**src/rtl/gpr_wb_sched.sv**
```systemverilog
`timescale 1ns/1ps
// ---------------------------------------------------------------------------
// gpr_wb_sched
//
// Write-back scheduler and busy scoreboard for the general-purpose register
// file. Two producers (ALU on port A, LSU on port B) share the single GPR
// write port through a round-robin arbiter. The winner's address and data are
// registered and presented to the GPR one cycle after the grant. A
// per-register busy bit is set when decode issues an instruction with a GPR
// destination and cleared on the cycle the GPR is actually written. Decode
// reads three hazard flags from that scoreboard.
//
// Ports
//   clk, rst_n                 clock (rising edge), async active-low reset
//   a_vld_i/a_rdy_o            ALU write-back handshake
//   a_addr_i/a_data_i          ALU destination register and result
//   b_vld_i/b_rdy_o            LSU write-back handshake
//   b_addr_i/b_data_i          LSU destination register and load data
//   iss_en_i/iss_addr_i        issue of a GPR destination (marks busy)
//   rs0_i/rs1_i/rs2_i          decode source register addresses
//   haz0_o/haz1_o/haz2_o       source register has a pending write
//   gpr_wr_o/gpr_waddr_o/
//   gpr_wd_o                   registered GPR write port
//   busy_vec_o                 full scoreboard, for debug/verification
// ---------------------------------------------------------------------------
module gpr_wb_sched #(
    parameter int ADDR_W = 5,
    parameter int DATA_W = 32,
    parameter int NREG   = 2 ** ADDR_W
) (
    input  logic              clk,
    input  logic              rst_n,

    input  logic              a_vld_i,
    output logic              a_rdy_o,
    input  logic [ADDR_W-1:0] a_addr_i,
    input  logic [DATA_W-1:0] a_data_i,

    input  logic              b_vld_i,
    output logic              b_rdy_o,
    input  logic [ADDR_W-1:0] b_addr_i,
    input  logic [DATA_W-1:0] b_data_i,

    input  logic              iss_en_i,
    input  logic [ADDR_W-1:0] iss_addr_i,

    input  logic [ADDR_W-1:0] rs0_i,
    input  logic [ADDR_W-1:0] rs1_i,
    input  logic [ADDR_W-1:0] rs2_i,
    output logic              haz0_o,
    output logic              haz1_o,
    output logic              haz2_o,

    output logic              gpr_wr_o,
    output logic [ADDR_W-1:0] gpr_waddr_o,
    output logic [DATA_W-1:0] gpr_wd_o,

    output logic [NREG-1:0]   busy_vec_o
);

    typedef enum logic [1:0] {
        GNT_NONE = 2'd0,
        GNT_A    = 2'd1,
        GNT_B    = 2'd2
    } gnt_e;

    gnt_e              gnt;

    // prio_b_q=1 means A won the last grant, so B is favoured on contention.
    logic              prio_b_q, prio_b_d;

    logic              wr_q, wr_d;
    logic [ADDR_W-1:0] waddr_q, waddr_d;
    logic [DATA_W-1:0] wd_q, wd_d;

    logic [NREG-1:0]   busy_q, busy_d;

    // -----------------------------------------------------------------------
    // Arbitration. A requester's rdy is a function of its own vld, so it is
    // never asserted on a cycle where that requester is idle. Gating with
    // rst_n keeps both rdy outputs low while the block is held in reset.
    // -----------------------------------------------------------------------
    always_comb begin
        // NOTE: every variable written here gets a default first so that no
        // path leaves it unassigned, which would infer a latch.
        gnt = GNT_NONE;
        if (rst_n) begin
            if (a_vld_i && b_vld_i) begin
                gnt = prio_b_q ? GNT_B : GNT_A;
            end else if (a_vld_i) begin
                gnt = GNT_A;
            end else if (b_vld_i) begin
                gnt = GNT_B;
            end
        end
    end

    assign a_rdy_o = (gnt == GNT_A);
    assign b_rdy_o = (gnt == GNT_B);

    // Pointer moves only on a grant; an idle cycle keeps the current favour.
    always_comb begin
        prio_b_d = prio_b_q;
        case (gnt)
            GNT_A:   prio_b_d = 1'b1;
            GNT_B:   prio_b_d = 1'b0;
            default: prio_b_d = prio_b_q;
        endcase
    end

    // -----------------------------------------------------------------------
    // Write port. The winner's address/data are captured at the grant edge
    // and the GPR captures them on the following edge. With no grant the
    // enable drops while address and data hold their last values.
    // -----------------------------------------------------------------------
    always_comb begin
        wr_d    = 1'b0;
        waddr_d = waddr_q;
        wd_d    = wd_q;
        case (gnt)
            GNT_A: begin
                wr_d    = 1'b1;
                waddr_d = a_addr_i;
                wd_d    = a_data_i;
            end
            GNT_B: begin
                wr_d    = 1'b1;
                waddr_d = b_addr_i;
                wd_d    = b_data_i;
            end
            default: begin
                wr_d    = 1'b0;
            end
        endcase
    end

    // -----------------------------------------------------------------------
    // Scoreboard. The clear uses the registered write port, so a register
    // stays busy until the edge at which the GPR really captures it. The set
    // is applied after the clear: when both hit the same register at the
    // same edge a newer producer is pending and the bit must remain 1.
    // Setting an already-busy register is idempotent (no counting).
    // -----------------------------------------------------------------------
    always_comb begin
        busy_d = busy_q;
        for (int i = 0; i < NREG; i++) begin
            if (wr_q && (waddr_q == ADDR_W'(i))) begin
                busy_d[i] = 1'b0;
            end
            if (iss_en_i && (iss_addr_i == ADDR_W'(i))) begin
                busy_d[i] = 1'b1;
            end
        end
    end

    // Hazards read the registered scoreboard only; a write on gpr_wr_o in
    // the same cycle is not bypassed.
    assign haz0_o = busy_q[rs0_i];
    assign haz1_o = busy_q[rs1_i];
    assign haz2_o = busy_q[rs2_i];

    // -----------------------------------------------------------------------
    // State registers. An asynchronous reset discards any write captured but
    // not yet delivered, so no GPR write follows a reset.
    // -----------------------------------------------------------------------
    always_ff @(posedge clk or negedge rst_n) begin
        if (!rst_n) begin
            prio_b_q <= 1'b0;
            wr_q     <= 1'b0;
            waddr_q  <= '0;
            wd_q     <= '0;
            // NOTE: the scoreboard is reset even though it looks like a small
            // memory; stale busy bits after reset would stall decode forever.
            busy_q   <= '0;
        end else begin
            // NOTE: sequential state uses non-blocking assignments so every
            // register samples its next-state value from the same edge.
            prio_b_q <= prio_b_d;
            wr_q     <= wr_d;
            waddr_q  <= waddr_d;
            wd_q     <= wd_d;
            busy_q   <= busy_d;
        end
    end

    assign gpr_wr_o    = wr_q;
    assign gpr_waddr_o = waddr_q;
    assign gpr_wd_o    = wd_q;
    assign busy_vec_o  = busy_q;

endmodule

```
**config.mk**
```make
export PLATFORM = sky130hd
export DESIGN_NAME = gpr_wb_sched
export DESIGN_NICKNAME = d
export VERILOG_FILES = /design/src/rtl/gpr_wb_sched.sv
export SDC_FILE = /design/constraint.sdc
export NUM_CORES = 1
export LEC_CHECK = 0
export CORE_MARGIN = 1.5
export CORE_UTILIZATION = 46
export CTS_BUF_LIST = sky130_fd_sc_hd__clkbuf_16
export CTS_CLUSTER_SIZE = 14
export DETAILED_ROUTE_END_ITERATION = 8
export PLACE_DENSITY_LB_ADDON = 0.2
export SLEW_MARGIN = 25
export SYNTH_ARGS = -nofsm -noshare
export SYNTH_HDL_FRONTEND = slang
export SYNTH_SLANG_ARGS = --single-unit
```
**constraint.sdc**
```tcl
create_clock -name clk -period 3.09 [get_ports clk]
set_input_delay 0.309 -clock clk [delete_from_list [all_inputs] [get_ports clk]]
set_output_delay 0.309 -clock clk [all_outputs]
set_load 0.02 [all_outputs]
```
==> results of run 1 <==
[cell usage after synthesis, drive strengths merged, types with 4 or more instances]
| master | number |
|---|---|
| mux2i | 86 |
| nand3 | 13 |
| o21ai | 101 |
| clkbuf | 6 |
| inv | 4 |
| a22oi | 12 |
| nor2 | 5 |
| dfrtp | 71 |
| nand4b | 5 |
| buf | 13 |
| a21oi | 9 |
| nor2b | 7 |
| nand2b | 11 |
| nand2 | 63 |
[registers in the layout, summed over array words and instances, names as in the netlist]
| signal | cells |
|---|---|
| busy_vec_o | 32 |
| gpr_waddr_o | 5 |
| gpr_wd_o | 32 |
| gpr_wr_o | 1 |
| prio_b_q | 1 |
[cell families (layout without fill, tap and decap cells)]
group           after synthesis  count (layout)
mux                          86              86
flops                        71              71
fa+ha+maj                     3               3
simple gates                116             116
buf+inv                      23             200
compound gates              129             129
[through the flow]
step / area, µm² / util [%]
final: 6170 / 71.1
after global routing: 6170 / 71.1
after floorplan: 4100 / -
after CTS: 6170 / 71.1
after global placement: 5870 / 67.6
after detailed placement: 5870 / 67.6
[final cells by class]
cell class	instances	area, µm²	area share [%]
clock buffer	9	225	3.65
inverter	4	15.0	0.243
multi-input combinational	334	2160	35.0
sequential	71	1780	28.8
timing repair buffer	180	1780	28.8
tap	108	135	2.19
clock inverter	7	80.1	1.30
[worst paths after layout]
kind | depth (start not counted) | slack [ns] | end
setup reg to reg | 7 | 1.15 | gpr_waddr_o[3]
max in group asynchronous | 2 | 2.24 | gpr_wd_o[2]
setup / recovery | 8 | 0.31 | haz0_o
hold reg to reg | 2 | 0.48 | gpr_wd_o[21]
min in group clk | 2 | 0.48 | gpr_wd_o[21]
hold / removal | 2 | 0.26 | busy_vec_o[12]
[layer usage]
layer / GRT usage, % / wire [µm] / vias up / share of wire (%)
met2: 47.4 / 6390 / 207 / 50
met5: 0 / 0 / - / 0
li1: - / - / 1891 / -
met3: 7.91 / 1120 / 33 / 8.7
met4: 13.3 / 410 / 0 / 3.2
met1: 31.5 / 4940 / 1940 / 38
[power by group through the flow]
stage	clock (mW)	sequential, mW	combinational (mW)
2_1_floorplan	0	1.92	0.642
6_report	1.06	1.68	2.03
3_3_place_gp	0	1.66	2.00
5_1_grt	1.11	1.72	2.18
4_1_cts	1.07	1.67	2.05
3_5_place_dp	0	1.68	2.03
==> results.py, run 1 <==
metrics = {
    "synthesis": {
        "ys.flop_type": "dfrtp_1",
        "synth-xor-area-share_pct": 0,
        "synth_async_sr_flop_share_pct": 100,
        "synth_top_family_by_area": "multiplexers",
        "synth_top_area_share_pct": 43.4,
        "ys_seq_area_share_pct": 43.4,
        "synth_edf_count": 0,
        "synth_compound_area_share_pct": 17.1,
        "synth_nets": 530,
        "ys_ff_latch": 71,
        "synthMuxAreaShare_pct": 21.0,
        "syn_avg_cell_area_um2": 9.57,
        "synth_cell_types": 27,
        "synth.area.top_cells": "dfrtp_1 (43%), mux2i_1 (21%), o21ai_0 (12%)",
        "yosys.area.top_type": "dfrtp_1",
        "syn-cell-area_um2": 4100,
        "synthAdderAreaFrac_pct": 0.916,
        "syn_inst": 428,
        "synthSimpleGateAreaFrac_pct": 13.6,
        "synth_warnings": 0,
    },
    "critical_path": {
        "path_class": "in2out",
        "startpoint_type": "input port",
        "worstPathMaxFanout": 11,
        "crit_slowest_cell": "clkdlybuf4s50_1",
        "cp-startpoint": "rs0_i[1]",
        "crit_top_cell": "clkdlybuf4s50_1",
        "cp_cell_sequence": "clkdlybuf4s50_1, buf_4, mux2i_1, a22oi_1, nand4b_1, a21oi_1, a311o_1, clkdlybuf4s50_1",
        "cp.required_ns": 2.78,
        "cpLargestDelayFamily": "buffers and inverters",
        "crit-reg2reg-launch": "prio_b_q",
        "slowest_delay_ns": 0.54,
        "cp.arrival_ns": 2.47,
        "critPathCaptureType": "output pin",
        "crit_buf_inv": 3,
    },
    "global_routing": {
        "grt_overflow": 0,
        "grt_pass1_vias": 4174,
        "grt_max_degree": 75,
        "grt_use_total_pct": 27.6,
        "antenna_found_initial": 0,
        "grt_pass1_wl_um": 20900,
    },
    "timing": {
        "clock_skew_ns": 0.00525,
        "setup_viol": 0,
        "hold_viol": 0,
        "max_freq_mhz": 359,
        "period_minus_slack_ns": 2.78,
        "setup-tns-final_ns": 0,
        "rsz0062_at_grt": "false",
        "tightest_slew_ns": 0.890,
        "slew_headroom_pct": 40.7,
        "whs_ns": 0.255,
        "fin_crit_sh_pct": 90.1,
        "slew_violations": 0,
        "setup_slack_ns": 0.306,
    },
    "pwr": {
        "netSwitchingPower_mw": 1.84,
        "power_frac_comb_pct": 42.7,
        "p_seq_share_pct": 35.2,
        "netSwitchingFraction_pct": 38.6,
        "powerDensity_nw_per_um2": 772,
        "p_int_mw": 2.93,
        "clock_power_share_pct": 22.1,
        "leakagePower_nw": 2.54,
        "ir_drop_v": 0.000352,
        "total_power_mw": 4.77,
    },
    "placement": {
        "gp_congestion": 0.932,
        "placed_cells": 697,
        "place_hpwl_um": 9770,
        "place_ws_ns": 0.338,
        "io_buffer_count": 173,
    },
    "clock_tree": {
        "clock_latency_ns": 0.33,
        "cts_setup_buffers": 0,
        "cts_tree": "done",
        "ctsResizeCount": 0,
        "cts_max_path_buffers": 2,
        "ctsHoldBuffers": 0,
        "cts.sinks": 71,
        "path_clk_slew_ns": 0.06,
        "ctsRootBufferMaster": "clkbuf_16",
        "htreeDepth": 3,
        "numCtsBuffers": 9,
    },
    "detailed_routing": {
        "final_antenna_net_count": 0,
        "routed_wirelength_um": 12900,
        "wl_per_cell_um": 18.0,
        "drt-pass1-iter-count": 5,
        "drtIter0Drc": 290,
        "drc": 0,
        "via_count": 4071,
        "routed_via_density": 5.71,
    },
    "final_layout": {
        "num-fill-cells": 675,
        "area_delta_synth_final_pct": 50.6,
        "layout.nets": 702,
        "layout-drive-gt1-share_pct": 4.13,
        "diodes": 0,
        "instances_no_fill": 713,
        "final_common_cell": "clkdlybuf4s50_1",
        "layout_common_cells": "clkdlybuf4s50_1 (172), o21ai_0 (101), mux2i_1 (86), dfrtp_1 (71), nand2_1 (63)",
    },
    "floorplan": {
        "die-area_um2": 9480,
        "dieHeight_um": 97.4,
        "initial_utilization_pct": 47.2,
        "die_w_um": 97.4,
        "coreArea_um2": 8680,
        "num_rows": 34,
        "ios": 174,
    },
    "status": {
        "status": "finished clean",
    },
    "run": {
        "maxCapViolCount": 0,
    },
    "worst_hold_path": {
        "hp-class": "in2async",
    },
}
Note: power is estimated with default switching activity, not from simulation.
==> run 2: changes to the inputs <==
--- a/config.mk
+++ b/config.mk
@@ -5,8 +5,9 @@
 export SDC_FILE = /design/constraint.sdc
 export NUM_CORES = 1
 export LEC_CHECK = 0
+export ABC_AREA = 1
 export CORE_MARGIN = 1.5
-export CORE_UTILIZATION = 46
+export CORE_UTILIZATION = 47
 export CTS_BUF_LIST = sky130_fd_sc_hd__clkbuf_16
 export CTS_CLUSTER_SIZE = 14
 export DETAILED_ROUTE_END_ITERATION = 8
==> constraint.sdc (replaced) <==
create_clock -name clk -period 3.09 [get_ports clk]
set_input_delay 0.618 -clock clk [delete_from_list [all_inputs] [get_ports clk]]
set_output_delay 0.618 -clock clk [all_outputs]
set_load 0.02 [all_outputs]
==> results.py, run 2 <==
metrics = {
    "clock_tree": {
        "cts.sinks": 71,
        "cts_setup_buffers": 0,
        "ctsResizeCount": 0,
        "numCtsBuffers": 9,
        "cts_tree": "done",
        "ctsRootBufferMaster": "clkbuf_16",
        "path_clk_slew_ns": 0.05,
        "cts_max_path_buffers": 2,
        "htreeDepth": 3,
        "clock_latency_ns": 0.33,
        "ctsHoldBuffers": 0,
    },
    "status": {
        "status": "finished with violations",
        "violations": "DRC",
    },
    "final_layout": {
        "layout_common_cells": "nand2_1 (268), clkdlybuf4s50_1 (169), nand3_1 (72), dfrtp_1 (71), a21oi_1 (69)",
        "final_common_cell": "nand2_1",
        "layout.nets": 912,
        "diodes": 0,
        "instances_no_fill": 922,
        "layout-drive-gt1-share_pct": 3.93,
        "num-fill-cells": 716,
        "fin_util_pct": 72.6,
        "area_delta_synth_final_pct": 48.8,
    },
    "synthesis": {
        "synth_async_sr_flop_share_pct": 100,
        "yosys-top-cells-count": "nand2_1 (268), nand3_1 (72), dfrtp_1 (71), a21oi_1 (69), nor2_1 (56)",
        "synth_compound_area_share_pct": 12.8,
        "synth_warnings": 0,
        "syn-cell-area_um2": 4300,
        "syn_inst": 644,
        "synth.most_common_cell": "nand2_1",
        "ys_ff_latch": 71,
        "synth.area.top_cells": "dfrtp_1 (41%), nand2_1 (23%), nand3_1 (8.4%)",
        "yosys.area.top_type": "dfrtp_1",
        "synth_edf_count": 0,
        "ys_seq_area_share_pct": 41.4,
        "synth-xor-area-share_pct": 0,
        "synthAdderAreaFrac_pct": 0.874,
        "synthMuxAreaShare_pct": 0,
        "synthSimpleGateAreaFrac_pct": 37.0,
        "synth_cell_types": 18,
        "syn_avg_cell_area_um2": 6.67,
        "synth_top_area_share_pct": 41.4,
        "synth_top_family_by_area": "simple AND/OR/NAND/NOR gates",
        "ys.flop_type": "dfrtp_1",
        "synth_nets": 746,
    },
    "detailed_routing": {
        "routed_via_density": 5.51,
        "final_antenna_net_count": 0,
        "drc": 7,
        "drt-pass1-iter-count": 7,
        "wl_per_cell_um": 16.8,
        "routed_wirelength_um": 15500,
        "via_count": 5082,
        "drtIter0Drc": 420,
    },
    "pwr": {
        "leakagePower_nw": 2.99,
        "powerDensity_nw_per_um2": 777,
        "ir_drop_v": 0.000455,
    },
    "run": {
        "maxCapViolCount": 0,
    },
    "timing": {
        "hold_viol": 0,
        "slew_headroom_pct": 59.1,
        "rsz0062_at_grt": "false",
        "clock_skew_ns": 0.00478,
        "setup_viol": 0,
        "max_freq_mhz": 345,
        "setup_slack_ns": 0.188,
        "fin_crit_sh_pct": 93.9,
        "tightest_slew_ns": 0.613,
        "period_minus_slack_ns": 2.90,
        "slew_violations": 0,
        "setup-tns-final_ns": 0,
    },
    "global_routing": {
        "grt_max_degree": 43,
        "grt_use_met1_pct": 37.8,
        "grt_use_total_pct": 33.0,
        "grt_overflow": 0,
        "grt_pass1_wl_um": 25400,
        "antenna_found_initial": 0,
        "gr-usage-met3_pct": 9.08,
        "grt_pass1_vias": 5207,
        "use_met2_pct": 56.9,
        "busiest_layer": "met2",
    },
    "floorplan": {
        "coreArea_um2": 8810,
        "dieHeight_um": 98.6,
        "initial_utilization_pct": 48.8,
        "num_rows": 34,
        "die-area_um2": 9720,
        "die_w_um": 98.6,
        "ios": 174,
    },
    "critical_path": {
        "cp.arrival_ns": 2.28,
        "cp.required_ns": 2.47,
        "crit_buf_inv": 3,
        "cpLargestDelayFamily": "buffers and inverters",
        "worstPathMaxFanout": 3,
        "path_class": "in2out",
        "crit_top_cell": "clkdlybuf4s50_1",
        "slowest_delay_ns": 0.61,
        "critPathCaptureType": "output pin",
        "crit_slowest_cell": "clkdlybuf4s50_1",
        "startpoint_type": "input port",
        "cp_cell_sequence": "clkdlybuf4s50_1, inv_1, nor3_2, ha_1, clkdlybuf4s50_1",
    },
    "placement": {
        "place_hpwl_um": 11400,
        "io_buffer_count": 173,
        "place_ws_ns": 0.00449,
        "placed_cells": 907,
        "gp_congestion": 1.07,
    },
    "worst_hold_path": {
        "hp-class": "in2async",
    },
}
-- run 2: where the power goes --
| group | leakage, nW | internal [mW] | switching (mW) |
|---|---|---|---|
| Combinational | 2.09 | 1.00 | 1.20 |
| Sequential | 0.766 | 1.26 | 0.526 |
| Clock | 0.138 | 0.610 | 0.371 |
-- run 2: final timing paths --
| check | from | slack [ns] | to | cells after the start |
|---|---|---|---|---|
| min in group clk | gpr_wd_o[22] | 0.52 | gpr_wd_o[22] | 2 |
| hold / removal | rst_n | 0.35 | gpr_waddr_o[3] | 2 |
| max in group asynchronous | rst_n | 2.30 | busy_vec_o[15] | 2 |
| setup / recovery | b_vld_i | 0.19 | b_rdy_o | 5 |
| hold reg to reg | gpr_wd_o[22] | 0.52 | gpr_wd_o[22] | 2 |
| setup reg to reg | prio_b_q | 0.92 | gpr_wd_o[31] | 8 |
-- run 2: routing by layer --
layer / vias up / routed length (µm)
met3: 51 / 1460
met1: 2344 / 5680
li1: 2409 / -
met5: - / 0
met4: 0 / 672
met2: 278 / 7690
-- run 2: cells by family (layout without fill, tap and decap cells) --
kind of cell,count (synthesis),after routing
compound gates,107,107
fa+ha+maj,3,3
buf+inv,65,235
flops,71,71
simple gates,398,398
-- run 2: area by class of cell --
class / count / area, µm² / area share [%]
Timing Repair Buffer: 186 / 1880 / 29.4
Tap cell: 108 / 135 / 2.11
Clock buffer: 9 / 225 / 3.52
Sequential cell: 71 / 1780 / 27.8
Multi-Input combinational cell: 508 / 2180 / 34.1
Inverter: 34 / 143 / 2.23
Clock inverter: 6 / 53.8 / 0.841
-- run 2: stage by stage --
step / instance area, µm² / power [mW] / hold slack (ns)
6_report: 6390 / 4.97 / 0.351
5_1_grt: 6390 / 5.25 / 0.384
4_1_cts: 6380 / 4.96 / 0.363
3_5_place_dp: 6100 / 3.97 / 0.517
3_3_place_gp: 6100 / 3.92 / 0.507
2_1_floorplan: 4300 / 2.71 / 0.322
-- run 2: worst reg2reg max path: cells and delay by family (launching register included) --
family,cells,cell delay [ns]
compound gates,1,0.20
fa+ha+maj,1,0.20
buf+inv,3,0.85
flops,1,0.41
simple gates,3,0.43
==> run 3: changes to the inputs <==
--- a/config.mk
+++ b/config.mk
@@ -7,12 +7,13 @@
 export LEC_CHECK = 0
 export ABC_AREA = 1
 export CORE_MARGIN = 1.5
-export CORE_UTILIZATION = 47
+export CORE_UTILIZATION = 69
 export CTS_BUF_LIST = sky130_fd_sc_hd__clkbuf_16
 export CTS_CLUSTER_SIZE = 14
 export DETAILED_ROUTE_END_ITERATION = 8
+export DONT_BUFFER_PORTS = 1
 export PLACE_DENSITY_LB_ADDON = 0.2
-export SLEW_MARGIN = 25
+export SLEW_MARGIN = 40
 export SYNTH_ARGS = -nofsm -noshare
 export SYNTH_HDL_FRONTEND = slang
 export SYNTH_SLANG_ARGS = --single-unit
==> results.py, run 3 (synthesis gave the netlist of run 2 again) <==
metrics = {
    "status": {
        "status": "finished clean",
    },
    "final_layout": {
        "layout_common_cells": "nand2_1 (268), nand3_1 (72), dfrtp_1 (71), a21oi_1 (69), nor2_1 (55)",
        "design_area_um2": 4490,
        "final_common_cell": "nand2_1",
        "diodes": 0,
        "area_delta_synth_final_pct": 4.49,
        "layout.nets": 731,
        "num-fill-cells": 453,
        "layout-drive-gt1-share_pct": 3.33,
    },
    "clock_tree": {
        "htreeDepth": 3,
        "ctsRootBufferMaster": "clkbuf_16",
        "cts_max_path_buffers": 2,
        "cts_tree": "done",
        "cts.sinks": 71,
        "numCtsBuffers": 9,
        "path_clk_slew_ns": 0.05,
        "ctsHoldBuffers": 1,
        "clock_latency_ns": 0.33,
        "ctsResizeCount": 0,
        "cts_setup_buffers": 0,
    },
    "detailed_routing": {
        "wl_per_cell_um": 18.6,
        "drc": 0,
        "routed_via_density": 6.38,
        "final_antenna_net_count": 0,
        "drt-pass1-iter-count": 6,
        "drtIter0Drc": 437,
        "routed_wirelength_um": 13100,
        "via_count": 4506,
    },
    "critical_path": {
        "critPathCaptureType": "output pin",
        "path_class": "reg2out",
        "cp.arrival_ns": 1.61,
        "cp.required_ns": 2.47,
        "startpoint_type": "register",
        "worstPathMaxFanout": 5,
    },
    "global_routing": {
        "grt_use_met1_pct": 42.5,
        "grt_pass1_vias": 4220,
        "grt_use_total_pct": 40.7,
        "grt_max_degree": 72,
        "use_met2_pct": 68.3,
        "busiest_layer": "met2",
        "gr-usage-met3_pct": 16.4,
        "grt_pass1_wl_um": 20100,
        "grt_overflow": 0,
        "antenna_found_initial": 0,
    },
    "pwr": {
        "leakagePower_nw": 2.21,
        "netSwitchingFraction_pct": 47.0,
        "powerDensity_nw_per_um2": 885,
        "total_power_mw": 3.97,
        "power_frac_comb_pct": 23.4,
        "clock_power_share_pct": 21.9,
        "p_seq_share_pct": 54.7,
        "netSwitchingPower_mw": 1.87,
        "p_int_mw": 2.11,
        "ir_drop_v": 0.000640,
    },
    "timing": {
        "hold_viol": 0,
        "rsz0062_at_grt": "false",
        "fin_crit_sh_pct": 72.0,
        "setup_slack_ns": 0.864,
        "tightest_slew_ns": 0.675,
        "setup_viol": 0,
        "clock_skew_ns": 0.00317,
        "slew_headroom_pct": 55.0,
        "period_minus_slack_ns": 2.23,
        "setup-tns-final_ns": 0,
        "slew_violations": 0,
        "max_freq_mhz": 449,
    },
    "floorplan": {
        "ios": 174,
        "num_rows": 28,
        "die_w_um": 81.9,
        "dieHeight_um": 81.9,
        "coreArea_um2": 5960,
        "initial_utilization_pct": 72.1,
        "die-area_um2": 6710,
    },
    "placement": {
        "place_hpwl_um": 9060,
        "io_buffer_count": 0,
        "place_ws_ns": 0.713,
        "dpl_cell_area_um2": 4220,
        "gp_congestion": 0.942,
    },
    "worst_hold_path": {
        "hp-class": "in2async",
    },
    "run": {
        "maxCapViolCount": 0,
    },
}
[run 3: routing by layer]
metal  routed length (µm)  share of wire [%]  vias to the layer above
li1                     -                  -                     2045
met1                 4460                 34                     2041
met2                 6570                 50                      360
met3                 1420                 11                       60
met4                  665                5.1                        0
met5                    0                  0                        -
[run 3: worst max-delay path: stages, from the launching register on]
cell and delay (ns):
dfrtp_1 0.57, nand2_1 0.11, nand3_1 0.10, nand3_1 0.10, nand2_1 0.09, nand2_1 0.05, nand2_1 0.05, nand2_1 0.05
nand2_1 0.17
[run 3: stage by stage]
step / hold WS, ns / instances / util, %
floorplan: 0.322 / 644 / -
global placement: 0.323 / 692 / 70.8
detailed placement: 0.323 / 692 / 70.8
CTS: 0.190 / 706 / 75.4
global route: 0.202 / 706 / 75.4
finish: 0.159 / 706 / 75.4
[run 3: layout make-up]
| cell class | instances | area [µm²] | share of cell area (%) |
|---|---|---|---|
| Clock buffer | 9 | 225 | 5.02 |
| Tap cell | 75 | 93.8 | 2.09 |
| Sequential cell | 71 | 1780 | 39.6 |
| Clock inverter | 4 | 16.3 | 0.362 |
| Multi-Input combinational cell | 508 | 2180 | 48.5 |
| Inverter | 34 | 143 | 3.18 |
| Timing Repair Buffer | 5 | 57.6 | 1.28 |
[run 3: final timing paths]
path | startpoint | end | slack, ns | cells after the start
worst max-delay path | busy_vec_o[31] | haz2_o | 0.86 | 8
worst min-delay path | rst_n | gpr_wd_o[14] | 0.16 | 1
worst max register to register | prio_b_q | gpr_wd_o[7] | 0.92 | 7
worst min register to register | prio_b_q | prio_b_q | 0.52 | 2
max in group asynchronous | rst_n | gpr_wd_o[30] | 2.64 | 1
min in group clk | a_data_i[10] | gpr_wd_o[10] | 0.43 | 2
[run 3: power by group through the flow]
stage / combinational [mW] / clock [mW] / sequential (mW)
CTS: 0.912 / 0.866 / 2.15
floorplan: 0.741 / 0 / 1.96
global placement: 0.829 / 0 / 2.15
finish: 0.931 / 0.871 / 2.17
detailed placement: 0.876 / 0 / 2.16
global route: 1.08 / 0.904 / 2.21
